--- src/rtl/gdr_pkt_pkg.sv ---
// ---------------------------------------------------------------------------
// gdr_pkt_pkg
// Shared definitions for the receive-side packet checker statistics.
//   NO_OF_RCHK  : number of packet checkers in the receive path
//   STATS_NUM   : number of statistics counters kept per block
//   STATS_IDX_e : counter index / read address of each statistic
//   isUnmapped  : true for a read address that selects no counter
// ---------------------------------------------------------------------------
package gdr_pkt_pkg;

   localparam int NO_OF_RCHK = 4;
   localparam int STATS_NUM  = 7;

   typedef enum logic [2:0] {
      CRC_OK   = 3'd0,
      CRC_ERR  = 3'd1,
      SOP      = 3'd2,
      EOP      = 3'd3,
      PKT      = 3'd4,
      MISS_SOP = 3'd5,
      MISS_EOP = 3'd6
   } STATS_IDX_e;

   function automatic logic isUnmapped(input logic [2:0] addr);
      return (addr >= 3'(STATS_NUM));
   endfunction

endpackage

--- src/rtl/rx_stats_popcnt.sv ---
// ---------------------------------------------------------------------------
// rx_stats_popcnt
// Counts the set bits of an increment vector and registers the result.
// Ports:
//   clk    in   clock
//   rst_n  in   asynchronous active-low reset
//   i_vec  in   WIDTH-bit increment vector, one bit per checker
//   o_cnt  out  registered number of set bits in i_vec
// ---------------------------------------------------------------------------
module rx_stats_popcnt #(
   parameter int WIDTH  = 4,
   parameter int OUT_WD = $clog2(WIDTH + 1)
) (
   input  logic              clk,
   input  logic              rst_n,
   input  logic [WIDTH-1:0]  i_vec,
   output logic [OUT_WD-1:0] o_cnt
);

   logic [OUT_WD-1:0] w_bitSum;
   logic [OUT_WD-1:0] r_bitSum;

   // Plain ripple of single-bit additions; WIDTH is the checker count,
   // which stays small, so a tree adder brings nothing here.
   always_comb begin
      w_bitSum = '0;
      for (int i = 0; i < WIDTH; i++) begin
         w_bitSum = w_bitSum + OUT_WD'(i_vec[i]);
      end
   end

   // Result register forms pipeline stage 2.
   always_ff @(posedge clk or negedge rst_n) begin
      if (!rst_n) begin
         r_bitSum <= '0;
      end else begin
         r_bitSum <= w_bitSum;
      end
   end

   assign o_cnt = r_bitSum;

endmodule

--- src/rtl/rx_stats_accum.sv ---
// ---------------------------------------------------------------------------
// rx_stats_accum
// Accumulates per-checker increment pulses into seven statistics counters,
// with snapshot-to-shadow (optionally clearing) and a strobed read port.
// Pipeline: stage 1 gates/registers pulses, stage 2 popcounts, stage 3 adds.
// Configuration macro RX_STATS_SAT_EN: when defined, counters saturate at
// all-ones instead of wrapping.
// Ports:
//   clk, rst_n            clock, asynchronous active-low reset
//   cnt_en                1 = accept increment pulses
//   inc_rx_*              NO_CHK-bit increment pulses, one bit per checker
//   snap_req, snap_clr    copy live counters to shadow; optionally clear live
//   rd_req, rd_addr       read strobe and counter select (7 = unmapped)
//   rd_ack, rd_data       one-cycle acknowledge, shadow value zero-extended
//   rd_err                with rd_ack, 1 = unmapped address
//   snap_done             one-cycle pulse, snapshot completed
// ---------------------------------------------------------------------------
module rx_stats_accum
   import gdr_pkt_pkg::*;
#(
   parameter int CNTR_WD = 48,
   parameter int NO_CHK  = NO_OF_RCHK
) (
   input  logic              clk,
   input  logic              rst_n,
   input  logic              cnt_en,
   input  logic [NO_CHK-1:0] inc_rx_crc_ok,
   input  logic [NO_CHK-1:0] inc_rx_crc_err,
   input  logic [NO_CHK-1:0] inc_rx_sop,
   input  logic [NO_CHK-1:0] inc_rx_eop,
   input  logic [NO_CHK-1:0] inc_rx_pkt,
   input  logic [NO_CHK-1:0] inc_rx_miss_sop,
   input  logic [NO_CHK-1:0] inc_rx_miss_eop,
   input  logic              snap_req,
   input  logic              snap_clr,
   input  logic              rd_req,
   input  logic [2:0]        rd_addr,
   output logic              rd_ack,
   output logic [63:0]       rd_data,
   output logic              rd_err,
   output logic              snap_done
);

   localparam int PC_WD = $clog2(NO_CHK + 1);

   logic [NO_CHK-1:0]  w_incVec   [STATS_NUM];
   logic [NO_CHK-1:0]  r_incGated [STATS_NUM];
   logic [PC_WD-1:0]   w_popCnt   [STATS_NUM];
   logic [CNTR_WD-1:0] w_nextCnt  [STATS_NUM];
   logic [CNTR_WD-1:0] r_liveCnt  [STATS_NUM];
   logic [CNTR_WD-1:0] r_shadowCnt[STATS_NUM];
   logic [CNTR_WD-1:0] w_rdSel;
   logic               w_rdUnmapped;
   logic               r_rdAck;
   logic [63:0]        r_rdData;
   logic               r_rdErr;
   logic               r_snapDone;

   assign w_incVec[CRC_OK]   = inc_rx_crc_ok;
   assign w_incVec[CRC_ERR]  = inc_rx_crc_err;
   assign w_incVec[SOP]      = inc_rx_sop;
   assign w_incVec[EOP]      = inc_rx_eop;
   assign w_incVec[PKT]      = inc_rx_pkt;
   assign w_incVec[MISS_SOP] = inc_rx_miss_sop;
   assign w_incVec[MISS_EOP] = inc_rx_miss_eop;

   // Stage 1: pulses are gated by cnt_en before they enter the pipeline,
   // so disabling counting never drops a pulse already in flight.
   always_ff @(posedge clk or negedge rst_n) begin
      if (!rst_n) begin
         for (int i = 0; i < STATS_NUM; i++) begin
            r_incGated[i] <= '0;
         end
      end else begin
         for (int i = 0; i < STATS_NUM; i++) begin
            r_incGated[i] <= w_incVec[i] & {NO_CHK{cnt_en}};
         end
      end
   end

   // Stage 2: one registered popcount per statistic.
   for (genvar g = 0; g < STATS_NUM; g++) begin : g_popcnt
      rx_stats_popcnt #(
         .WIDTH  (NO_CHK),
         .OUT_WD (PC_WD)
      ) u_popcnt (
         .clk   (clk),
         .rst_n (rst_n),
         .i_vec (r_incGated[g]),
         .o_cnt (w_popCnt[g])
      );
   end

   // Stage 3 adder. The saturating variant adds with a carry bit and clamps
   // to all-ones, so a counter that has hit the top stays there.
`ifdef RX_STATS_SAT_EN
   logic [CNTR_WD:0] w_wideSum [STATS_NUM];

   always_comb begin
      for (int i = 0; i < STATS_NUM; i++) begin
         w_wideSum[i] = {1'b0, r_liveCnt[i]} + (CNTR_WD + 1)'(w_popCnt[i]);
         w_nextCnt[i] = w_wideSum[i][CNTR_WD] ? {CNTR_WD{1'b1}}
                                              : w_wideSum[i][CNTR_WD-1:0];
      end
   end
`else
   always_comb begin
      for (int i = 0; i < STATS_NUM; i++) begin
         w_nextCnt[i] = r_liveCnt[i] + CNTR_WD'(w_popCnt[i]);
      end
   end
`endif

   // Live and shadow counters. The shadow takes the post-add value so the
   // increment landing on the snapshot cycle is included; a clearing
   // snapshot restarts the live counter from that same increment rather
   // than from zero, so nothing arriving on the boundary is lost.
   always_ff @(posedge clk or negedge rst_n) begin
      if (!rst_n) begin
         for (int i = 0; i < STATS_NUM; i++) begin
            r_liveCnt[i]   <= '0;
            r_shadowCnt[i] <= '0;
         end
         r_snapDone <= 1'b0;
      end else begin
         for (int i = 0; i < STATS_NUM; i++) begin
            if (snap_req) begin
               r_shadowCnt[i] <= w_nextCnt[i];
               r_liveCnt[i]   <= snap_clr ? CNTR_WD'(w_popCnt[i]) : w_nextCnt[i];
            end else begin
               r_liveCnt[i]   <= w_nextCnt[i];
            end
         end
         r_snapDone <= snap_req;
      end
   end

   // Read mux over the shadow registers; the unmapped address selects zero.
   always_comb begin
      w_rdSel = '0;
      for (int i = 0; i < STATS_NUM; i++) begin
         if (rd_addr == 3'(i)) begin
            w_rdSel = r_shadowCnt[i];
         end
      end
      w_rdUnmapped = isUnmapped(rd_addr);
   end

   // Read response registers. The mux looks at the shadow before a
   // same-cycle snapshot updates it, which yields the pre-snapshot value.
   always_ff @(posedge clk or negedge rst_n) begin
      if (!rst_n) begin
         r_rdAck  <= 1'b0;
         r_rdData <= '0;
         r_rdErr  <= 1'b0;
      end else begin
         r_rdAck <= rd_req;
         r_rdErr <= rd_req & w_rdUnmapped;
         if (rd_req) begin
            r_rdData <= 64'(w_rdSel);
         end
      end
   end

   assign rd_ack    = r_rdAck;
   assign rd_data   = r_rdData;
   assign rd_err    = r_rdErr;
   assign snap_done = r_snapDone;

endmodule

--- config.mk ---
export PLATFORM = sky130hd
export DESIGN_NAME = rx_stats_accum
export DESIGN_NICKNAME = d
export VERILOG_FILES = /design/src/rtl/gdr_pkt_pkg.sv /design/src/rtl/rx_stats_popcnt.sv /design/src/rtl/rx_stats_accum.sv
export SDC_FILE = /design/constraint.sdc
export NUM_CORES = 1
export LEC_CHECK = 0
export CORE_MARGIN = 4
export CORE_UTILIZATION = 50
export DETAILED_ROUTE_END_ITERATION = 10
export PLACE_DENSITY = 0.74
export SLEW_MARGIN = 20
export SYNTH_ARGS = -nofsm -noshare
export SYNTH_HDL_FRONTEND = slang
export SYNTH_HIERARCHICAL = 1
export SYNTH_SLANG_ARGS = --single-unit
--- constraint.sdc ---
create_clock -name clk -period 7.93 [get_ports clk]
set_input_delay 0.793 -clock clk [delete_from_list [all_inputs] [get_ports clk]]
set_output_delay 0.793 -clock clk [all_outputs]
set_load 0.02 [all_outputs]
==> metrics.md, run 1 <==
| Metric | Value |
|---|---|
| Status | complete, no violations |
| Pwr dens | 243 nW/µm² |
| # clock sinks | 772 |
| Synth Register Bits | 772 |
| Crit start category | primary input |
| Most common cell after layout, fill and taps aside | dfrtp_1 |
| Tcrit/Tclk final | 46.1% |
| Critical-path top delay cell | nand2_1 |
| DRT Pass-1 Iters | 6 |
| Full die area | 76200 µm² |
| Vias in the first global route | 27300 |
| Fin Setup TNS | 0 ns |
| Share of layout cells above drive strength 1 | 7.01% |
| WL/cell | 21.0 µm |
| Largest family of logic cells by synthesized area | simple AND/OR/NAND/NOR gates |
| Post-synthesis compound-gate area fraction | 11.5% |
| Placed insts | 4563 |
| Synth warnings | 6 |
| Slew HR | 26.8% |
| N_diodes | 0 |
| Final net count | 3786 |
| Worst path max stage delay | 0.80 ns |
| Final Hold Viols | 0 |
| Sequential area share after synthesis | 53.7% |
| Core Area | 71400 µm² |
| Post-DP HPWL | 68.8 mm |
| Critical Path Sink | rd_data[18]$_DFFE_PN0P_ |
| Fmax | 274 MHz |
| Residual DRC count | 0 |
| Skew final | 0.0363 ns |
| Site row count | 98 |
| Post-Layout Cell Count | 4716 |
| Largest net degree at the start of global routing | 224 |
| FILL cells | 6095 |
| Setup slack after layout | 4.28 ns |
| Footprint of the multi-input gates | 15400 µm² |
| Reg2Reg Setup Slack | 4.62 ns |
| Critical Path Fanout Max | 81 |
| CP Capture Type | flop |
| Mapped Area | 35900 µm² |
| Syn_area_per_cell | 9.66 µm² |
| CP Class | in2reg |
| Worst Path Required | 8.48 ns |
| Vias per cell | 6.04 |
| Ys async rst share | 100% |
| Simple-Gate Fraction of Synth Area | 20.4% |
| Yosys top cell by area | dfrtp_1 |
| Cell count of the worst reg-to-reg path | 7 |
| Gr ovfl total | 0 |
| Place WS | 3.83 ns |
| CP arrival | 4.20 ns |
| Final-report max-slew violation count | 0 |
| Reg area | 19300 µm² |
| Max-cap viol count | 0 |
| Synthesized instance count | 3720 |
| # setup viols final | 0 |
| Unique cell type count in the Yosys netlist | 60 |
| Adder-cell share of the synthesized area | 2.00% |
| HP Class | in2async |
| Area grow syn2layout | 12.5% |
| Slew @ Worst Pin | 1.09 ns |
| Hold buffers post-CTS | 0 |
| Worst vdd ir | 0.211 mV |
| Die H | 276 µm |
| Highest-count cells in the layout ignoring fill and taps | dfrtp_1, nor2_1, a21oi_1 |
| DRT antenna net count | 0 |
| Clk_lat worst skew | 0.64 ns |
| Area contributors post-synth | dfrtp_1, nor2_1, a21oi_1 |
| Starting Density | 50.4% |
| Yosys top cell area share | 53.7% |
| Num CTS Buffers | 83 |
| Root buf cell | clkbuf_16 |
| First-pass GRT wire length | 156 mm |
| Clock buffer depth | 3 |
| All-Layer GR Usage | 25.6% |
| DIE WIDTH | 276 µm |
| Boundary Pins | 104 |
| Iter 0 DRT Violations | 3391 |
| CP Launch Point | rd_addr[0] |
| Synth Area in XOR/XNOR | 6.73% |
| Post-CTS sizing | 0 |
| CTS tree | built |
| Vias | 28500 |
| Worst r2r src | g_popcnt[2].u_popcnt/o_cnt[0]$_DFF_PN0_ |
| Routability-driven placement congestion ratio | 0.940 |
| RR Endpoint | r_shadowCnt[226]$_DFFE_PN0P_ |
| Initial antenna violation count | 1 |
| Port buffer count | 87 |
| CTS H-tree depth | 3 |
| Postcts setup bufs | 0 |
| Clock transition at path regs | 0.06 ns |
| Commonest register cell after synthesis | dfrtp_1 |
| Multiplexer area fraction after synthesis | 1.96% |
| Fin crit period | 3.65 ns |
| Critical path, cell by cell | clkdlybuf4s50_1 -> inv_2 -> buf_4 -> nand2_1 -> o22ai_1 -> o221ai_1 -> o21ai_0 |
| Post-Route WL | 99.2 mm |
| Leakage power | 17.2 nW |
| Post-synth EDFFs | 0 |
| RSZ-0062 raised after global routing | no |
## Yosys cell counts, drive strengths merged (8+ instances only)
| cell | n |
|---|---|
| dfrtp | 772 |
| nor2 | 726 |
| a21oi | 337 |
| clkbuf | 208 |
| xnor2 | 189 |
| nand2 | 184 |
| nand4 | 117 |
| nand3 | 105 |
| nor4 | 94 |
| o21ai | 93 |
| xor2 | 87 |
| a22oi | 86 |
| inv | 83 |
| nor3 | 62 |
| mux2 | 58 |
| and2 | 48 |
| o22ai | 48 |
| a31oi | 43 |
| o221ai | 43 |
| and3 | 41 |
| and4 | 39 |
| buf | 37 |
| ha | 35 |
| or3 | 31 |
| or4 | 29 |
| fa | 14 |
| or2 | 12 |
| o31ai | 11 |
| a21o | 10 |
| nand4b | 10 |
| nor4b | 8 |
| o211ai | 8 |
## cell families (layout without fill, tap and decap cells)
logic type / after synthesis / count (layout)
adders and majority gates: 49 / 49
DFF: 772 / 772
muxes: 63 / 63
and+or+nand+nor: 1531 / 1531
xor gates and xnor gates: 276 / 276
buffers and inverters: 328 / 359
other: 1 / 16
AOI/OAI and AO/OA: 700 / 700
## through the flow
stage	cell area [µm²]	hold slack (ns)	total power [mW]	util, %
after global placement	37400	0.456	5.73	52.4
after detailed placement	37400	0.462	5.77	52.4
after floorplan	36000	0.444	5.23	-
after CTS	40400	0.292	9.88	56.6
after global routing	40400	0.348	10.2	56.7
final	40400	0.270	9.84	56.7
## how the worst min path moves through the flow
| stage | start | endpoint | slack (ns) | depth (start not counted) |
|---|---|---|---|---|
| floorplan | r_shadowCnt[195]$_DFFE_PN0P_ | r_shadowCnt[195]$_DFFE_PN0P_ | 0.44 | 2 |
| global placement | g_popcnt[4].u_popcnt/o_cnt[0]$_DFF_PN0_ | r_liveCnt[96]$_DFF_PN0_ | 0.46 | 2 |
| detailed placement | g_popcnt[0].u_popcnt/o_cnt[0]$_DFF_PN0_ | r_liveCnt[288]$_DFF_PN0_ | 0.46 | 2 |
| CTS | rst_n | r_liveCnt[322]$_DFF_PN0_ | 0.29 | 1 |
| global route | rst_n | r_liveCnt[335]$_DFF_PN0_ | 0.35 | 1 |
| finish | rst_n | r_liveCnt[335]$_DFF_PN0_ | 0.27 | 1 |
## registers in the layout (all words and copies together), names as in the netlist
name,flops
r_incGated,28
r_liveCnt,336
rd_err,1
g_popcnt.u_popcnt/o_cnt,21
rd_ack,1
rd_data,48
r_shadowCnt,336
snap_done,1
## critical path, delay by kind of cell
kind | cells | cell delay, ns
AO/OA/AOI/OAI | 3 | 0.65
buffers and inverters | 3 | 1.87
AND/OR/NAND/NOR | 1 | 0.80
## report_power, final
part	switching (mW)	internal, mW
clock	1.62	2.50
sequential	0.281	4.27
combinational	0.728	0.448
total	2.63	7.21
## area by class of cell
| type | count | area share (%) |
|---|---|---|
| sequential | 772 | 47.8 |
| multi-input combinational | 2635 | 38.2 |
| clock buffer | 125 | 6.25 |
| timing repair buffer | 125 | 3.08 |
| tap | 950 | 2.94 |
| clock inverter | 26 | 1.01 |
| inverter | 83 | 0.771 |
## layer usage
layer	track usage (%)	share of wire (%)	up-vias
met5	0	0	-
met4	11.4	5.0	0
met3	4.75	8.0	259
met2	39.3	45	1156
met1	35.7	42	14100
li1	-	-	13000
Power figures use the tool's default switching activity.
==> inputs of run 2 (changes only) <==
Clock period 7.93 ns to 3.7 ns, I/O delays scaled along.
==> metrics.md, run 2 (synthesis gave the netlist of run 1 again) <==
| Metric | Value |
|---|---|
| Skew final | 0.0235 ns |
| Num CTS Buffers | 81 |
| Root buf cell | clkbuf_16 |
| Core Area | 71400 µm² |
| Full die area | 76200 µm² |
| Net Sw Frac | 26.6% |
| Largest net degree at the start of global routing | 197 |
| Status | complete, no violations |
| Postcts setup bufs | 0 |
| DRT Pass-1 Iters | 6 |
| Final-report max-slew violation count | 0 |
| Routability-driven placement congestion ratio | 0.939 |
| FILL cells | 6018 |
| First-pass GRT wire length | 156 mm |
| All-Layer GR Usage | 25.6% |
| Setup slack after layout | 0.781 ns |
| Worst vdd ir | 0.396 mV |
| Vias | 28600 |
| N_diodes | 0 |
| Place WS | 0.854 ns |
| DIE WIDTH | 276 µm |
| Vias per cell | 6.04 |
| Fmax | 343 MHz |
| Pwr dens | 514 nW/µm² |
| Port buffer count | 87 |
| Area grow syn2layout | 13.0% |
| Max-cap viol count | 0 |
| DRT antenna net count | 0 |
| CP arrival | 3.47 ns |
| Most common cell after layout, fill and taps aside | dfrtp_1 |
| Residual DRC count | 0 |
| Power Internal | 15.3 mW |
| Fin crit period | 2.92 ns |
| WL/cell | 21.1 µm |
| Post-Route WL | 99.8 mm |
| Final Hold Viols | 0 |
| Slew @ Worst Pin | 1.08 ns |
| Vias in the first global route | 27500 |
| Critical Path Fanout Max | 5 |
| Gr ovfl total | 0 |
| Post-Layout Cell Count | 4739 |
| Placed insts | 4594 |
| Tot Pwr | 20.9 mW |
| Boundary Pins | 104 |
| CP Class | reg2reg |
| Iter 0 DRT Violations | 3385 |
| Clk_lat worst skew | 0.63 ns |
| Site row count | 98 |
| Post-DP HPWL | 69.6 mm |
| Highest-count cells in the layout ignoring fill and taps | dfrtp_1, nor2_1, a21oi_1 |
| Final net count | 3814 |
| Share of layout cells above drive strength 1 | 7.55% |
| Leakage power | 17.3 nW |
| Clock transition at path regs | 0.06 ns |
| Clk pwr share | 41.1% |
| Crit start category | flop |
| Initial antenna violation count | 0 |
| Share of total power in combinational logic | 12.5% |
| RSZ-0062 raised after global routing | no |
| Final Util | 56.9% |
| # clock sinks | 772 |
| Tcrit/Tclk final | 78.9% |
| Fin Setup TNS | 0 ns |
| Switching power total | 5.55 mW |
| CP Capture Type | flop |
| Die H | 276 µm |
| # setup viols final | 0 |
| Flop pwr share | 46.4% |
| Starting Density | 50.4% |
| CTS tree | built |
| HP Class | in2reg |
| CTS H-tree depth | 3 |
| Clock buffer depth | 3 |
| Slew HR | 28.3% |
| Worst Path Required | 4.25 ns |
-- run 2: cell types whose count changed in the layout (fill, tap and decap cells not counted), moves of 2 or more --
cell / before / now
buf_12: 4 / 15
buf_16: 2 / 0
clkinv_2: 11 / 14
clkinv_8: 4 / 1
buf_4: 34 / 54
clkbuf_8: 25 / 20
-- run 2: final timing paths --
kind	slack, ns	endpoint	start	cells after the start
hold reg to reg	0.48	r_liveCnt[48]$_DFF_PN0_	g_popcnt[5].u_popcnt/o_cnt[0]$_DFF_PN0_	2
hold / removal	0.03	snap_done$_DFF_PN0_	snap_req	1
min in group asynchronous	0.35	r_liveCnt[325]$_DFF_PN0_	rst_n	2
setup reg to reg	0.78	r_shadowCnt[94]$_DFFE_PN0P_	g_popcnt[5].u_popcnt/o_cnt[0]$_DFF_PN0_	8
setup / recovery	0.78	r_shadowCnt[94]$_DFFE_PN0P_	g_popcnt[5].u_popcnt/o_cnt[0]$_DFF_PN0_	8
max in group asynchronous	2.27	r_liveCnt[193]$_DFF_PN0_	rst_n	3
-- run 2: stage by stage --
stage	hold slack, ns	cell area [µm²]
after floorplan	0.0744	36000
after CTS	0.00975	40600
after global placement	0.439	37800
after detailed placement	0.420	37800
after global routing	0.0348	40600
final	0.0276	40600
-- run 2: timing repair --
| action | 4_1_cts | 5_1_grt |
|---|---|---|
| endpoints found under the hold margin | 62 | 0 |
| hold buffers | 1 | 0 |
| resized for setup | 0 | 0 |
-- run 2: power groups by stage --
stage               sequential, mW  combinational [mW]  clock [mW]
finish                        9.68                2.60        8.58
global route                  9.74                2.87        9.05
CTS                           9.67                2.60        8.67
detailed placement            9.81                2.57           0
global placement              9.79                2.51           0
floorplan                     9.70                1.51           0
-- run 2: cell type report --
| class | instances | area [µm²] | share of cell area [%] |
|---|---|---|---|
| tap | 950 | 1190 | 2.93 |
| timing repair buffer | 155 | 1570 | 3.87 |
| multi-input combinational | 2635 | 15400 | 38.0 |
| clock buffer | 118 | 2430 | 5.98 |
| sequential | 772 | 19300 | 47.6 |
| inverter | 83 | 312 | 0.767 |
| clock inverter | 26 | 373 | 0.918 |
-- run 2: critical path, stage by stage, from the launching register on --
cell and delay [ns]:
dfrtp_1 0.35, ha_1 0.20, inv_1 0.07, fa_1 0.40, nor2b_1 0.48, o211ai_1 0.19, or4_1 0.55, or4_1 0.44
a31oi_1 0.18
-- run 2: routing by layer --
layer	routed length, µm	track usage, %	up-vias
met3	8030	4.69	231
met1	41800	36.1	14200
met5	0	0	-
li1	-	-	13000
met4	4620	11.2	0
met2	45400	39.2	1198
